**config.mk**
```make
export PLATFORM = sky130hd
export DESIGN_NAME = multiplication_unit
export DESIGN_NICKNAME = d
export VERILOG_FILES = /design/src/rtl/multiplication_pkg.sv /design/src/rtl/multiplication_unit.sv
export SDC_FILE = /design/constraint.sdc
export NUM_CORES = 1
export LEC_CHECK = 0
export CAP_MARGIN = 25
export CORE_MARGIN = 8
export CORE_UTILIZATION = 45
export CTS_CLUSTER_SIZE = 30
export DETAILED_ROUTE_END_ITERATION = 7
export GPL_TIMING_DRIVEN = 0
export PLACE_DENSITY = 0.66
export SKIP_CTS_REPAIR_TIMING = 1
export SLEW_MARGIN = 30
export SYNTH_ARGS = -nofsm -noshare
export SYNTH_HDL_FRONTEND = slang
export SYNTH_SLANG_ARGS = --single-unit
```
**constraint.sdc**
```tcl
create_clock -name clk -period 6.2 [get_ports clk]
set_clock_uncertainty 0.15 [all_clocks]
set_input_delay 0.62 -clock clk [delete_from_list [all_inputs] [get_ports clk]]
set_output_delay 0.62 -clock clk [all_outputs]
set_load 0.01 [all_outputs]
```
**src/rtl/multiplication_pkg.sv**
```systemverilog
// Shared definitions for the sequential shift-add multiplier.
package multiplication_pkg;

    // Default operand width. The product is twice this wide.
    localparam int DEFAULT_WIDTH = 4;

    // Two-state controller encoding. It is kept as plain logic constants so
    // that legacy tools which do not understand enums can use it.
    typedef logic [0:0] state_t;

    localparam state_t ST_IDLE = 1'b0;
    localparam state_t ST_RUN  = 1'b1;

endpackage

```
**src/rtl/multiplication_unit.sv**
```systemverilog
// Unsigned sequential shift-add multiplier. It takes WIDTH x WIDTH operands and
// returns a 2*WIDTH-bit product after exactly WIDTH iterations. Operands of zero
// get no early exit, so the latency is always the same.
module multiplication_unit
    import multiplication_pkg::*;
#(
    parameter int WIDTH = DEFAULT_WIDTH
) (
    input  logic                 clk,
    input  logic                 rst_n,
    input  logic                 start,
    input  logic [WIDTH-1:0]     A,
    input  logic [WIDTH-1:0]     B,
    output logic                 busy,
    output logic                 done,
    output logic [2*WIDTH-1:0]   Product
);

    localparam int PW    = 2 * WIDTH;
    localparam int CNT_W = $clog2(WIDTH + 1);

    state_t             state_r;
    logic [PW-1:0]      mcand_r;    // multiplicand, shifted left one place each iteration
    logic [WIDTH-1:0]   mplier_r;   // multiplier, shifted right so bit 0 is the current digit
    logic [PW-1:0]      acc_r;      // running partial-product sum
    logic [CNT_W-1:0]   cnt_r;      // number of iterations still to run
    logic [PW-1:0]      product_r;
    logic               busy_r;
    logic               done_r;

    logic [PW-1:0]      addend_s;
    logic [PW-1:0]      acc_next_s;
    logic               last_iter_s;

    // Next accumulator value: add the shifted multiplicand when the current multiplier bit is set.
    always_comb begin
        addend_s    = {PW{1'b0}};
        acc_next_s  = {PW{1'b0}};
        last_iter_s = 1'b0;
        if (mplier_r[0]) begin
            addend_s = mcand_r;
        end else begin
            addend_s = {PW{1'b0}};
        end
        acc_next_s = acc_r + addend_s;
        if (cnt_r == CNT_W'(1)) begin
            last_iter_s = 1'b1;
        end else begin
            last_iter_s = 1'b0;
        end
    end

    // Controller and datapath registers. The result is committed on the final iteration edge.
    always_ff @(posedge clk or negedge rst_n) begin
        if (!rst_n) begin
            state_r   <= ST_IDLE;
            mcand_r   <= {PW{1'b0}};
            mplier_r  <= {WIDTH{1'b0}};
            acc_r     <= {PW{1'b0}};
            cnt_r     <= {CNT_W{1'b0}};
            product_r <= {PW{1'b0}};
            busy_r    <= 1'b0;
            done_r    <= 1'b0;
        end else begin
            case (state_r)
                ST_IDLE: begin
                    done_r <= 1'b0;
                    if (start) begin
                        mcand_r  <= {{WIDTH{1'b0}}, A};
                        mplier_r <= B;
                        acc_r    <= {PW{1'b0}};
                        cnt_r    <= CNT_W'(WIDTH);
                        busy_r   <= 1'b1;
                        state_r  <= ST_RUN;
                    end
                end
                ST_RUN: begin
                    acc_r    <= acc_next_s;
                    mcand_r  <= mcand_r << 1;
                    mplier_r <= mplier_r >> 1;
                    cnt_r    <= cnt_r - CNT_W'(1);
                    if (last_iter_s) begin
                        product_r <= acc_next_s;
                        done_r    <= 1'b1;
                        busy_r    <= 1'b0;
                        state_r   <= ST_IDLE;
                    end
                end
                default: begin
                    state_r <= ST_IDLE;
                    busy_r  <= 1'b0;
                    done_r  <= 1'b0;
                end
            endcase
        end
    end

    assign busy    = busy_r;
    assign done    = done_r;
    assign Product = product_r;

endmodule

```
==> results by group, run 1 <==
Run status
  • Outcome: finished, final reports clean

STA
  • Final period utilization: 0.401
  • Fin Setup TNS: 0 ns
  • Setup Viol. Count Final: 0
  • Setup ws final: 3.72 ns
  • Worst Max-Slew Pin Slew: 0.833 ns
  • Final hold vios: 0
  • Max-slew headroom: 0.443
  • Slew Viols, Final: 0
  • Post-layout min period: 2.48 ns
  • Peak Freq: 0.402 GHz
  • RSZ-0062 raised after global routing: no

Finish
  • Sequential cell area: 851 um2
  • Final instance area: 2180 um2
  • Fill cells: 366
  • Multi-input gate area: 871 um2
  • Layout cells sized above 1: 0.0990
  • Commonest non-fill, non-tap cell in the layout: dfrtp_1
  • Final Util: 0.561
  • Most frequent cells in the layout: dfrtp_1, nand2_1, clkdlybuf4s50_1, o21ai_0, nor2_1
  • P&R area growth vs syn: 22.8%
  • Antenna Cells: 0
  • Total Nets Final: 222

Logic synthesis
  • Mean Syn Cell Area: 10.2 um2
  • Fraction of registers with async set or reset after synthesis: 1.00
  • #FFs+latches synth: 34
  • Number of synthesized flops with an enable pin: 0
  • Synth unique cells: 36
  • Synth top area cells: dfrtp_1, ha_1, nand2_1, mux2i_1, o21ai_0
  • Cell count after synthesis: 174
  • Top-area cell type share of the netlist area: 0.480
  • Register area share after synthesis: 0.480
  • Synth Cell Area: 1770 um2
  • Cell taking the most area after synthesis: dfrtp_1
  • Syn Nets: 195
  • Warnings from Yosys: 0
  • Main synth FF type: dfrtp_1

Global route
  • Global-route usage over all layers: 0.132
  • First-pass GRT wire length: 6380 um
  • Number of global-route vias before repair: 1337
  • Total congestion overflow: 0
  • Largest net degree at the start of global routing: 26
  • Initial antenna violation count: 0

Routing
  • Starting DRT DRC Count: 76
  • Pre-antenna DRT Iters: 4
  • Drt total wl: 3790 um
  • Avg WL per Cell: 15.0 um
  • Antenna Nets Post-Route: 0
  • Via count: 1335
  • DR vias/cell: 5.30
  • DRC: 0

Worst setup path
  • WP data required: 6.22 ns
  • CP Launch Type: flip-flop
  • Setup CP Type: reg -> reg
  • WP data arrival: 2.50 ns
  • Setup crit end kind: flip-flop
  • Crit path max fanout: 9

Power
  • Static Leak: 1.05 nW
  • Worst vdd ir: 0.239 mV
  • Power Total: 986 uW
  • Pwr dens: 452 nW/um2

Placement
  • Port bufs: 19
  • DP Worst Slack: 3.73 ns
  • GP Congestion: 0.792
  • Placed inst area: 2040 um2
  • Post-DP HPWL: 2800 um

Floorplanning
  • Die area: 6210 um2
  • Die height: 78.8 um
  • Rows: 23
  • Core footprint: 3880 um2
  • IO Count: 21
  • Horiz. Die Dim: 78.8 um
  • Initial Util: 0.457

Clocking
  • Clock latency on the worst-skew pair: 0.29 ns
  • CTS tree: yes
  • CTS Root Cell: clkbuf_8
  • Cts bufs inserted: 5
  • Clock-pin transition on the worst setup and hold timing paths: 0.08 ns
  • Buffer depth of the longest clock path: 2
  • Sink Count: 34
  • H-tree depth: 2

Run
  • Max cap viols: 0

Hold path
  • Hold Path Class: in -> async
-- Yosys cell counts, types with 3 or more instances --
cell type	instances
dfrtp_1	34
nand2_1	29
o21ai_0	13
nor2_1	10
ha_1	9
mux2i_1	9
and2_1	8
a21oi_1	6
a22o_1	6
nand3_1	5
clkbuf_1	4
mux2_2	4
xnor2_1	4
a21o_1	3
buf_2	3
inv_1	3
-- stage by stage --
| stage | instances | hold slack (ns) |
|---|---|---|
| after floorplan | 174 | 0.174 |
| after global placement | 243 | 0.307 |
| after detailed placement | 244 | 0.313 |
| after CTS | 252 | 0.0498 |
| after global routing | 252 | 0.0501 |
| final | 252 | 0.0457 |
-- worst paths after layout --
path	from	endpoint	slack (ns)	cells after the start
max	mplier_r[0]	acc_r[6]	3.72	8
min	rst_n	Product[6]	0.05	1
max reg2reg	mplier_r[0]	acc_r[6]	3.72	8
min reg2reg	Product[1]	Product[1]	0.33	2
max in group asynchronous	rst_n	Product[0]	5.44	2
min in group clk	Product[1]	Product[1]	0.33	2
-- metal layers --
layer,GRT usage,wire [um],part of all wire
met5,0,0,0
met4,0.0500,55,0.015
met3,0.0429,156,0.041
met2,0.216,1830,0.48
met1,0.157,1750,0.46
-- power breakdown --
part	switching [mW]	internal (mW)	leakage (nW)
Clock	0.0849	0.161	0.0683
Combinational	0.191	0.182	0.539
Sequential	0.0593	0.307	0.440
Total	0.336	0.650	1.05
-- registers in the layout, indices dropped and copies added (netlist names) --
signal	flops
done	1
mcand_r	8
acc_r	8
mplier_r	4
cnt_r	3
state_r	1
Product	8
busy	1
-- critical path, cell delays in order, from the launching register on --
cell	delay (ns)
dfrtp_1	0.47
and2_1	0.19
ha_1	0.23
fa_1	0.42
a21o_1	0.18
a21o_1	0.20
a21oi_1	0.29
or4b_1	0.17
nand3_1	0.06
-- cell type report --
type                    count  area share
multi-input cells         128       0.400
clock buffers               5      0.0316
plain buffers               9      0.0189
well taps                  50      0.0287
repair buffers             20      0.0941
inverters                   3     0.00517
flip-flops and latches     34       0.390
clock inverters             3      0.0316
-- cell families after synthesis --
family	share of synthesized area
and+or+nand+nor	0.167
AOI/OAI and AO/OA	0.130
DFF	0.480
muxes	0.0762
buffers and inverters	0.0296
adders and majority gates	0.0748
xor gates and xnor gates	0.0423
No activity file was read; power rests on OpenSTA's default activity.
==> run 2, diff against run 1 <==
Settings changed: PLACE_DENSITY 0.66 to 0.69.
Clock period 6.2 ns to 2 ns, I/O delays scaled along.
==> run 2 against run 1 <==
Against the previous run: the run now ends with setup timing left; worst setup slack worse by 3.9 ns; largest power group unchanged; clock power grew to 2.6 times the previous value; maximum frequency grew 12%; hold slack gained 0.094 ns; die area did not move; largest cell class unchanged.
==> results by group, run 2 (synthesized netlist as in run 1, its figures left out) <==
Worst setup path
  • Most used cell, CP: a21o_1 (unchanged)
  • Setup CP Type: reg -> reg (unchanged)
  • Max stage delay on crit path: 0.43 ns (was 0.47 ns)
  • WP data arrival: 2.24 ns (was 2.50 ns)
  • Critical path's slowest cell: dfrtp_2 (was dfrtp_1)
  • Reg2Reg Capture Point: acc_r[6] (unchanged)
  • CP endpoint: acc_r[6] (unchanged)
  • CP Cell Sequence: and2_4 -> ha_4 -> fa_2 -> a21o_1 -> a21o_1 -> a21oi_2 -> or4b_1 -> nand3_1 (was and2_1 -> ha_1 -> fa_1 -> a21o_1 -> a21o_1 -> a21oi_1 -> or4b_1 -> nand3_1)
  • Setup crit end kind: flip-flop (unchanged)
  • Worst Setup SP: mplier_r[0] (unchanged)
  • R2R setup slack: -0.23 ns (was 3.72 ns)
  • Crit path max fanout: 5 (was 9)
  • R2R Path Start: mplier_r[0] (unchanged)
  • R2R depth: 8 (unchanged)
  • CP Launch Type: flip-flop (unchanged)
  • WP data required: 2.02 ns (was 6.22 ns)

Finish
  • Fill cells: 330 (was 366)
  • Most frequent cells in the layout: dfrtp_1, nand2_1, clkdlybuf4s50_1, o21ai_0, nor2_1 (unchanged)
  • Antenna Cells: 0 (unchanged)
  • Layout cells sized above 1: 0.209 (was 0.0990)
  • Final instance area: 2340 um2 (was 2180 um2)
  • Commonest non-fill, non-tap cell in the layout: dfrtp_1 (unchanged)
  • Total Nets Final: 231 (was 222)
  • Final cell count without fillers: 261 (was 252)
  • P&R area growth vs syn: 31.9% (was 22.8%)
  • Final Util: 0.602 (was 0.561)

STA
  • Post-layout min period: 2.23 ns (was 2.48 ns)
  • Slew Viols, Final: 0 (unchanged)
  • Worst Max-Slew Pin Slew: 0.799 ns (was 0.833 ns)
  • Final hold vios: 0 (unchanged)
  • Peak Freq: 0.449 GHz (was 0.402 GHz)
  • Fin Setup TNS: -0.952 ns (was 0 ns)
  • RSZ-0062 raised after global routing: yes (was no)
  • Setup ws final: -0.227 ns (was 3.72 ns)
  • Setup Viol. Count Final: 7 (was 0)
  • Final period utilization: 1.11 (was 0.401)
  • Hold WS: 0.139 ns (was 0.0457 ns)
  • Max-slew headroom: 0.466 (was 0.443)

Clocking
  • Clock-pin transition on the worst setup and hold timing paths: 0.07 ns (was 0.08 ns)
  • Clock latency on the worst-skew pair: 0.29 ns (about the same)
  • Cts bufs inserted: 5 (unchanged)
  • H-tree depth: 2 (unchanged)
  • Buffer depth of the longest clock path: 2 (unchanged)
  • CTS Root Cell: clkbuf_8 (unchanged)
  • CTS tree: yes (unchanged)
  • Sink Count: 34 (unchanged)

Placement
  • Post-DP HPWL: 2740 um (was 2800 um)
  • GP Congestion: 0.796 (was 0.792)
  • Placed inst area: 2070 um2 (was 2040 um2)
  • Port bufs: 19 (unchanged)
  • DP Worst Slack: -0.276 ns (was 3.73 ns)
  • Placed Cells: 244 (unchanged)

Power
  • Pwr dens: 1330 nW/um2 (was 452 nW/um2)
  • Worst vdd ir: 0.641 mV (was 0.239 mV)
  • Power Total: 3.12 mW (was 986 uW)
  • Static Leak: 1.07 nW (was 1.05 nW)

Run
  • Max cap viols: 0 (unchanged)

Floorplanning
  • IO Count: 21 (unchanged)
  • Core footprint: 3880 um2 (unchanged)
  • Rows: 23 (unchanged)
  • Initial Util: 0.457 (unchanged)
  • Die height: 78.8 um (unchanged)
  • Die area: 6210 um2 (unchanged)
  • Horiz. Die Dim: 78.8 um (unchanged)

Global route
  • Number of global-route vias before repair: 1360 (was 1337)
  • First-pass GRT wire length: 6370 um (was 6380 um)
  • Total congestion overflow: 0 (unchanged)
  • Global-route usage over all layers: 0.130 (was 0.132)
  • Largest net degree at the start of global routing: 27 (was 26)
  • Initial antenna violation count: 0 (unchanged)

Routing
  • DRC: 0 (unchanged)
  • Pre-antenna DRT Iters: 4 (unchanged)
  • Drt total wl: 3980 um (was 3790 um)
  • Starting DRT DRC Count: 138 (was 76)
  • Avg WL per Cell: 15.2 um (was 15.0 um)
  • Via count: 1399 (was 1335)
  • DR vias/cell: 5.36 (was 5.30)
  • Antenna Nets Post-Route: 0 (unchanged)

Run status
  • Outcome: finished, violations left (was finished, final reports clean)
  • Failing checks: setup timing

Hold path
  • Hold Path Class: in -> async (unchanged)
run 2: cell types whose count changed in the layout (fill, tap and decap cells not counted), sizes merged:
cell and delta:
buf +8, bufinv -1, clkbuf +1, clkinv -1, clkinvlp +1, dlygate4sd3 +1
run 2: final cells by class:
type	instances	area, um2	area share
Clock buffer	6	72.6	0.0310
Multi-Input combinational cell	128	987	0.422
Buffer	9	41.3	0.0176
Clock inverter	2	37.5	0.0160
Tap cell	50	62.6	0.0267
Inverter	3	11.3	0.00481
Sequential cell	34	852	0.364
Timing Repair Buffer	29	275	0.118
run 2: worst min path at each step:
stage,from,to,slack (ns)
3_5_place_dp,rst_n,mcand_r[2],-0.08
4_1_cts,rst_n,mplier_r[0],-0.40
5_1_grt,rst_n,mcand_r[2],0.16
2_1_floorplan,rst_n,Product[0],-0.25
3_3_place_gp,Product[4],Product[4],0.31
6_report,rst_n,mcand_r[2],0.14
run 2: worst max-delay path, delay by kind of cell (launching register included):
kind                       cells  cell delay, ns
AOI/OAI and AO/OA              3            0.61
adders and majority gates      2            0.53
DFF                            1            0.43
and+or+nand+nor                3            0.39
run 2: per-layer routing:
| metal | part of all wire | global-route usage | up-vias |
|---|---|---|---|
| li1 | - | - | 671 |
| met1 | 0.44 | 0.157 | 682 |
| met2 | 0.49 | 0.208 | 36 |
| met3 | 0.052 | 0.0305 | 10 |
| met4 | 0.018 | 0.0759 | 0 |
| met5 | 0 | 0 | - |
run 2: power breakdown:
group	switching [mW]	internal (mW)
registers	0.194	0.954
clock network	0.260	0.372
logic	0.649	0.691
==> run 3, diff against run 2 <==
Settings changed: CTS_CLUSTER_DIAMETER from default to 100.
==> results of run 3 <==
The final DEF is identical to that of run 2; final timing and power are the same.
